[src/rtl/cpu_beat_gen.sv]
//------------------------------------------------------------------------------
// cpu_beat_gen : four-beat (T1..T4) timing-pulse generator for the multicycle CPU
// Rev 1.0 - initial release
//------------------------------------------------------------------------------
`default_nettype none

module cpu_beat_gen #(
   parameter int DIV   = 2,
   parameter int CNT_W = 16
) (
   input  logic             clk,
   input  logic             rst,
   input  logic             start,
   input  logic             stop,
   input  logic             step,
   input  logic             halt,
   output logic [3:0]       phase,
   output logic             beat_en,
   output logic             instr_done,
   output logic             running,
   output logic             halted,
   output logic [CNT_W-1:0] instr_count
);

   typedef enum logic [1:0] {
      S_IDLE   = 2'd0,
      S_RUN    = 2'd1,
      S_STEP   = 2'd2,
      S_HALTED = 2'd3
   } state_t;

   localparam int              PRE_W   = (DIV > 1) ? $clog2(DIV) : 1;
   localparam logic [PRE_W-1:0] PRE_MAX = PRE_W'(DIV - 1);
   localparam logic [3:0]      PH_T1   = 4'b0001;
   localparam logic [3:0]      PH_OFF  = 4'b0000;

   state_t             state_q, state_d;
   logic [3:0]         phase_q, phase_d;
   logic               beat_en_q, beat_en_d;
   logic               done_q, done_d;
   logic               running_q, running_d;
   logic               halted_q, halted_d;
   logic [CNT_W-1:0]   count_q, count_d;
   logic [PRE_W-1:0]   pre_q, pre_d;
   logic               pend_q, pend_d;
   logic               w_tick;

   assign w_tick = (pre_q == PRE_MAX);

   always_ff @(posedge clk or posedge rst) begin
      if (rst) begin
         state_q   <= S_IDLE;
         phase_q   <= PH_OFF;
         beat_en_q <= 1'b0;
         done_q    <= 1'b0;
         running_q <= 1'b0;
         halted_q  <= 1'b0;
         count_q   <= '0;
         pre_q     <= '0;
         pend_q    <= 1'b0;
      end else begin
         state_q   <= state_d;
         phase_q   <= phase_d;
         beat_en_q <= beat_en_d;
         done_q    <= done_d;
         running_q <= running_d;
         halted_q  <= halted_d;
         count_q   <= count_d;
         pre_q     <= pre_d;
         pend_q    <= pend_d;
      end
   end

   always_comb begin
      state_d   = state_q;
      phase_d   = phase_q;
      beat_en_d = 1'b0;
      done_d    = 1'b0;
      count_d   = count_q;
      pre_d     = pre_q;
      pend_d    = pend_q;

      // halt wins over everything, including a coincident instruction boundary
      if (halt || state_q == S_HALTED) begin
         state_d = S_HALTED;
         phase_d = PH_OFF;
         pre_d   = '0;
         pend_d  = 1'b0;
      end else begin
         case (state_q)
            S_IDLE: begin
               if (start || step) begin
                  state_d   = start ? S_RUN : S_STEP;
                  phase_d   = PH_T1;
                  beat_en_d = 1'b1;
                  pre_d     = '0;
               end
            end
            S_RUN, S_STEP: begin
               if (state_q == S_RUN && stop) begin
                  pend_d = 1'b1;
               end
               if (w_tick) begin
                  pre_d = '0;
                  if (phase_q[3]) begin
                     done_d  = 1'b1;
                     count_d = count_q + CNT_W'(1);
                     // pend_d already folds in a stop seen during the final tick cycle
                     if (state_q == S_STEP || pend_d) begin
                        state_d = S_IDLE;
                        phase_d = PH_OFF;
                        pend_d  = 1'b0;
                     end else begin
                        phase_d   = PH_T1;
                        beat_en_d = 1'b1;
                     end
                  end else begin
                     phase_d   = {phase_q[2:0], 1'b0};
                     beat_en_d = 1'b1;
                  end
               end else begin
                  pre_d = pre_q + PRE_W'(1);
               end
            end
            default: begin
               state_d = S_IDLE;
               phase_d = PH_OFF;
            end
         endcase
      end

      running_d = (state_d == S_RUN) || (state_d == S_STEP);
      halted_d  = (state_d == S_HALTED);
   end

   assign phase       = phase_q;
   assign beat_en     = beat_en_q;
   assign instr_done  = done_q;
   assign running     = running_q;
   assign halted      = halted_q;
   assign instr_count = count_q;

endmodule

`default_nettype wire

[config.mk]
export PLATFORM = sky130hd
export DESIGN_NAME = cpu_beat_gen
export DESIGN_NICKNAME = d
export VERILOG_FILES = /design/src/rtl/cpu_beat_gen.sv
export SDC_FILE = /design/constraint.sdc
export NUM_CORES = 1
export LEC_CHECK = 0
export CAP_MARGIN = 20
export CORE_AREA = 2 2 54 56
export DETAILED_ROUTE_END_ITERATION = 16
export DIE_AREA = 0 0 56 58
export PLACE_DENSITY = 0.77
export REMOVE_ABC_BUFFERS = 1
export SLEW_MARGIN = 10
export SYNTH_ARGS = -nofsm -noshare
export SYNTH_HDL_FRONTEND = slang
export SYNTH_SLANG_ARGS = --single-unit
[constraint.sdc]
create_clock -name clk -period 5.8 [get_ports clk]
set_input_delay 1.16 -clock clk [delete_from_list [all_inputs] [get_ports clk]]
set_output_delay 1.16 -clock clk [all_outputs]
set_load 0.05 [all_outputs]
==> impl_metrics.py, run 1 <==
metrics = {
    "worst_setup_path": {
        "cp.arrival_ns": 1.67,
        "cp_top_family": "buffers and inverters",
        "r2r-start": "state_q[1]",
        "cp.depth": 1,
        "crit_path_cell_trace": "clkdlybuf4s50_1",
        "critPathKind": "flop to primary output",
        "crit_fanout": 8,
        "reg2regPathDepth": 6,
        "cpPeakStageDelay_ns": 0.85,
        "critPathBufInv": 1,
        "startpoint_type": "flop",
        "critPathSlowestCell": "clkdlybuf4s50_1",
        "r2r_slack_ns": 3.54,
        "r2r-end": "instr_count[13]",
        "endpoint_kind": "primary output",
        "worstPathRequired_ns": 4.64,
    },
    "timing": {
        "finalSetupTns_ns": 0,
        "hold_slack_ns": 0.4967,
        "hold_viol_final": 0,
        "worst_slew_margin_rel_pct": 59.60,
        "period_share_pct": 48.79,
        "rsz0062_at_grt": "no",
        "final-setup-viol-count": 0,
        "slew_viol_final": 0,
        "worstMarginPinSlew_ns": 0.6005,
        "fin_ws_ns": 2.970,
        "skew_ns": 0.002768,
        "layout_min_cycle_time_ns": 2.830,
        "fmax_mhz": 353.4,
    },
    "place": {
        "pre_cts_ws_ns": 2.811,
        "numPortBuffers": 29,
        "routabilityCongestion": 0.8821,
        "hpwl_mm": 1.900,
    },
    "synth": {
        "ys_top_cells_by_area": "dfrtp_1 (53%), xnor2_1 (6.6%), ha_1 (5.7%)",
        "avgSynthCellArea_um2": 11.66,
        "synthAdderAreaFrac_pct": 5.698,
        "synthCells": 113,
        "yosysWarnings": 0,
        "synth_top_family_by_area": "simple AND/OR/NAND/NOR gates",
        "yosys.area_share.simple_pct": 19.28,
        "synthMuxAreaShare_pct": 0.8547,
        "synth_seq_cells": 28,
        "yosys.area.top_type": "dfrtp_1",
        "netlist-cell-type-count": 32,
        "synth_top_area_share_pct": 53.18,
        "seq_area_frac_synth_pct": 53.18,
        "synth-xor-area-share_pct": 9.972,
        "synthesis.area_mm2": 0.001318,
        "synth-compound-area-share_pct": 9.592,
    },
    "floorplanning": {
        "core_area_mm2": 0.002663,
        "die_y_um": 58,
        "rows": 19,
        "die_w_um": 56,
        "io_pins": 30,
        "initial_core_util_pct": 49.48,
        "design.die.area_mm2": 0.003248,
    },
    "global_routing": {
        "grt-ovfl-total": 0,
        "grt_pass1_wl_mm": 4.340,
        "grt_max_degree": 29,
        "track_usage_pct": 17.05,
        "grt_pass1_vias": 979,
        "antenna_found_initial": 0,
    },
    "final_layout": {
        "final_cell_mix": "clkdlybuf4s50_1 (29), dfrtp_1 (28), xnor2_1 (10)",
        "mostFrequentLayoutCell": "clkdlybuf4s50_1",
        "fillCellCount": 251,
        "multi_input_area_um2": 598.1,
        "drive_gt1_share_pct": 5.479,
        "nets": 160,
        "regArea_um2": 700.7,
        "antenna_cells": 0,
        "syn2layout_area_growth_pct": 28.78,
    },
    "power": {
        "p_per_area_mw_per_mm2": 193.6,
        "finalPower_mw": 0.3285,
        "p_int_mw": 0.2433,
        "leakage_nw": 0.7471,
        "max-vdd-ir-drop_mv": 0.1258,
        "switchingPower_mw": 0.08516,
        "pwr-share-comb_pct": 15.6,
        "power.share.clock_pct": 22.9,
        "seq_power_share_pct": 61.5,
        "switching_share_pct": 25.93,
    },
    "drt": {
        "num_vias": 996,
        "ant_nets": 0,
        "drtIter0Drc": 6,
        "drt-pass1-iter-count": 4,
        "drc": 0,
        "wirelength_mm": 2.501,
        "post_drt_wl_per_cell_um": 14.13,
        "avgViaCountPerCell": 5.627,
    },
    "hold_path": {
        "hold_end": "instr_count[15]",
        "holdPathStages": 1,
        "min-delay-start": "instr_count[15]",
        "hp-class": "flop to flop",
    },
    "clocking": {
        "clk_latency_ns": 0.31,
        "cts_tree": "built",
        "h-tree-depth": 1,
        "clock_path_buffers": 2,
        "clockRootBuffer": "clkbuf_4",
        "post_cts_buffers": 0,
        "clock_sinks": 28,
        "clk_pin_slew_ns": 0.13,
        "hold_buffers": 0,
        "cts_buffers": 3,
        "cts_resized": 0,
    },
    "run_status": {
        "outcome": "finished clean",
    },
    "run": {
        "max_cap_viol_count": 0,
    },
}
## per-layer routing
metal,GRT usage [%],wire length (um),vias up
li1,-,-,480
met1,20.97,1076,480
met2,31.26,1287,30
met3,3.125,104,6
met4,4.082,31,0
met5,0,0,-
## state kept, by name (all words and copies together) (netlist names)
name and flops:
beat_en 1, halted 1, instr_count 16, instr_done 1, pend_q 1, phase 4
pre_q 1, running 1, state_q 2
## worst reg2reg max path, delay by kind of cell (launching register included)
family	cells	cell delay (ns)
buffers and inverters	1	0.11
adders and majority gates	1	0.43
DFF	1	0.42
and+or+nand+nor	3	1.05
xor gates and xnor gates	1	0.15
## stage by stage
| stage | cell area (um^2) | utilization, % | instances |
|---|---|---|---|
| 2_1_floorplan | 1318 | - | 113 |
| 3_3_place_gp | 1647 | 61.84 | 173 |
| 3_5_place_dp | 1647 | 61.84 | 173 |
| 4_1_cts | 1669 | 62.69 | 176 |
| 5_1_grt | 1697 | 63.72 | 177 |
| 6_report | 1697 | 63.72 | 177 |
## area by class of cell
class / count / area share [%]
clock buffers: 3 / 1.327
multi-input cells: 80 / 35.25
repair buffers: 30 / 18.73
inverters: 5 / 1.106
flip-flops and latches: 28 / 41.30
well taps: 31 / 2.286
## synthesized netlist by cell type
cell type  number
a22o_1          3
a31oi_1         2
or2b_1          1
inv_1           5
nand4bb_1       1
a21boi_0        1
o211ai_1        4
nand2_1         4
nand3b_1        1
nor4_1          2
and4bb_2        1
nand3_1         9
nor4_4          1
nand4_1         3
and2_1          1
ha_1            6
o21ai_0         5
nor2b_1         2
and4_1          1
o2bb2ai_1       1
mux2_2          1
nor3_1          3
a211oi_1        1
xnor2_1        10
xor2_1          5
and3_1          3
nor2_1          4
or3b_1          1
dfrtp_1        28
or3b_4          1
a32oi_1         1
or3_1           1
## power by group through the flow
stage	logic, mW	registers (mW)	clock network, mW
3_5_place_dp	0.0488	0.206	0
4_1_cts	0.0489	0.202	0.0789
5_1_grt	0.0563	0.203	0.0868
2_1_floorplan	0.0223	0.216	0
3_3_place_gp	0.0477	0.206	0
6_report	0.0512	0.202	0.0753
## cells by family after synthesis
family / after synthesis
adders and majority gates: 6
AOI/OAI and AO/OA: 18
buffers and inverters: 5
muxes: 1
and+or+nand+nor: 40
xor gates and xnor gates: 15
DFF: 28
## worst max-delay path by stage
stage,startpoint,to,slack (ns)
final,phase[3],phase[3],2.97
after global routing,phase[3],phase[3],2.89
after CTS,phase[3],phase[3],2.97
after detailed placement,halt,instr_count[15],2.81
after global placement,halt,instr_count[11],2.87
after floorplan,step,phase[1],3.41
Note: power is estimated with default switching activity, not from simulation.
==> run 2, diff against run 1 <==
Settings changed: CORE_AREA 2 2 54 56 to 2 2 58 60, DIE_AREA 0 0 56 58 to 0 0 60 62, PLACE_DENSITY 0.77 to 0.71.
Clock period 5.8 ns to 2.6 ns, I/O delays scaled along.
==> run 2 against run 1 <==
Sequential power grew 120%. Combinational power grew 110%. Count of clock-buffer cells in the layout grew 1. Cell count grew 9.6%. Largest cell class unchanged.
==> impl_metrics.py, run 2 (synthesis gave the netlist of run 1 again) <==
metrics = {
    "drt": {
        "drtIter0Drc": 18,
        "drc": 0,
        "drt-pass1-iter-count": 3,
        "num_vias": 987,
        "wirelength_mm": 2.493,
        "ant_nets": 0,
        "post_drt_wl_per_cell_um": 12.85,
        "avgViaCountPerCell": 5.088,
    },
    "place": {
        "routabilityCongestion": 0.8692,
        "dp.cells": 190,
        "place_area_mm2": 0.001680,
        "hpwl_mm": 1.942,
        "numPortBuffers": 29,
    },
    "power": {
        "leakage_nw": 0.7518,
        "p_per_area_mw_per_mm2": 447.7,
        "switchingPower_mw": 0.1976,
        "p_int_mw": 0.5710,
        "switching_share_pct": 25.71,
        "pwr-share-comb_pct": 14.3,
        "power.share.clock_pct": 27.0,
        "finalPower_mw": 0.7686,
        "max-vdd-ir-drop_mv": 0.2312,
        "seq_power_share_pct": 58.7,
    },
    "timing": {
        "finalSetupTns_ns": 0,
        "rsz0062_at_grt": "no",
        "worst_slew_margin_rel_pct": 66.28,
        "hold_viol_final": 0,
        "layout_min_cycle_time_ns": 2.264,
        "worstMarginPinSlew_ns": 0.5042,
        "slew_viol_final": 0,
        "skew_ns": 0.003259,
        "fmax_mhz": 441.7,
        "period_share_pct": 87.07,
        "final-setup-viol-count": 0,
        "hold_slack_ns": 0.4941,
    },
    "global_routing": {
        "grt_pass1_vias": 952,
        "antenna_found_initial": 0,
        "track_usage_pct": 14.67,
        "grt-ovfl-total": 0,
        "grt_max_degree": 29,
        "grt_pass1_wl_mm": 4.071,
    },
    "worst_setup_path": {
        "endpoint_kind": "flop",
        "crit_path_cell_trace": "inv_1, ha_1, or3b_4, nor4_4, nand3_1, xnor2_1",
        "cp.arrival_ns": 2.48,
        "startpoint_type": "flop",
        "crit_fanout": 9,
        "critPathSlowestCell": "or3b_4",
        "worstPathRequired_ns": 2.82,
        "critPathKind": "flop to flop",
        "cpPeakStageDelay_ns": 0.45,
    },
    "final_layout": {
        "syn2layout_area_growth_pct": 30.29,
        "antenna_cells": 0,
        "final_cell_mix": "clkdlybuf4s50_1 (29), dfrtp_1 (28), xnor2_1 (10)",
        "largest_register_ffs": 16,
        "mostFrequentLayoutCell": "clkdlybuf4s50_1",
        "drive_gt1_share_pct": 6.757,
        "final_cell_area_mm2": 0.001717,
        "stdcell_count": 194,
        "nets": 161,
    },
    "clocking": {
        "clk_latency_ns": 0.32,
        "cts_buffers": 3,
        "clock_path_buffers": 2,
        "clk_pin_slew_ns": 0.15,
        "clockRootBuffer": "clkbuf_4",
        "clock_sinks": 28,
        "post_cts_buffers": 0,
        "hold_buffers": 0,
        "h-tree-depth": 1,
        "cts_tree": "built",
        "cts_resized": 0,
    },
    "run": {
        "max_cap_viol_count": 0,
    },
    "hold_path": {
        "hp-class": "flop to flop",
    },
    "run_status": {
        "outcome": "finished clean",
    },
    "floorplanning": {
        "die_y_um": 62,
        "die_w_um": 60,
        "initial_core_util_pct": 41.44,
        "rows": 21,
        "io_pins": 30,
        "design.die.area_mm2": 0.003720,
        "core_area_mm2": 0.003179,
    },
}
## run 2: changes by cell type in the layout (fill, tap and decap cells not counted)
| cell | change |
|---|---|
| buf_16 | -1 |
| buf_4 | +2 |
| clkbuf_8 | +1 |
## run 2: worst max-delay path: cells and delay by family (launching register included)
family                     cells  cell delay, ns
buffers and inverters          1            0.11
xor gates and xnor gates       1            0.15
and+or+nand+nor                3            1.03
DFF                            1            0.44
adders and majority gates      1            0.44
## run 2: layout make-up
class	instances	area [um^2]
Clock buffer	4	36.28
Fill cell	301	1463
Inverter	5	18.77
Multi-Input combinational cell	80	598.1
Sequential cell	28	700.7
Tap cell	46	57.56
Timing Repair Buffer	31	305.3
## run 2: routing by layer
layer	GRT usage, %	vias up	share of wire [%]
met5	0	-	0
met4	3.810	0	0
met3	2.692	0	3.6
met2	27.17	21	52
met1	17.55	487	44
li1	-	479	-
## run 2: path summary, 6_finish.rpt
kind | start | endpoint | slack [ns] | cells after the start
min in group asynchronous | rst | instr_count[6] | 0.55 | 3
max in group asynchronous | rst | instr_count[2] | 1.79 | 3
max reg2reg | state_q[1] | instr_count[13] | 0.34 | 6
min | instr_count[15] | instr_count[15] | 0.49 | 1
min reg2reg | instr_count[15] | instr_count[15] | 0.49 | 1
max | state_q[1] | instr_count[13] | 0.34 | 6
## run 2: per-stage QoR
stage | setup slack [ns] | util, %
after floorplan | 0.5584 | -
after global placement | 0.3011 | 52.85
after detailed placement | 0.2708 | 52.85
after CTS | 0.3231 | 53.99
after global routing | 0.1582 | 53.99
final | 0.3361 | 53.99
## run 2: power by group through the flow
stage               clock network (mW)  logic, mW  registers, mW
global route                     0.236      0.121          0.452
detailed placement                   0      0.111          0.459
finish                           0.208      0.110          0.451
global placement                     0      0.108          0.459
floorplan                            0     0.0498          0.481
CTS                              0.218      0.111          0.451
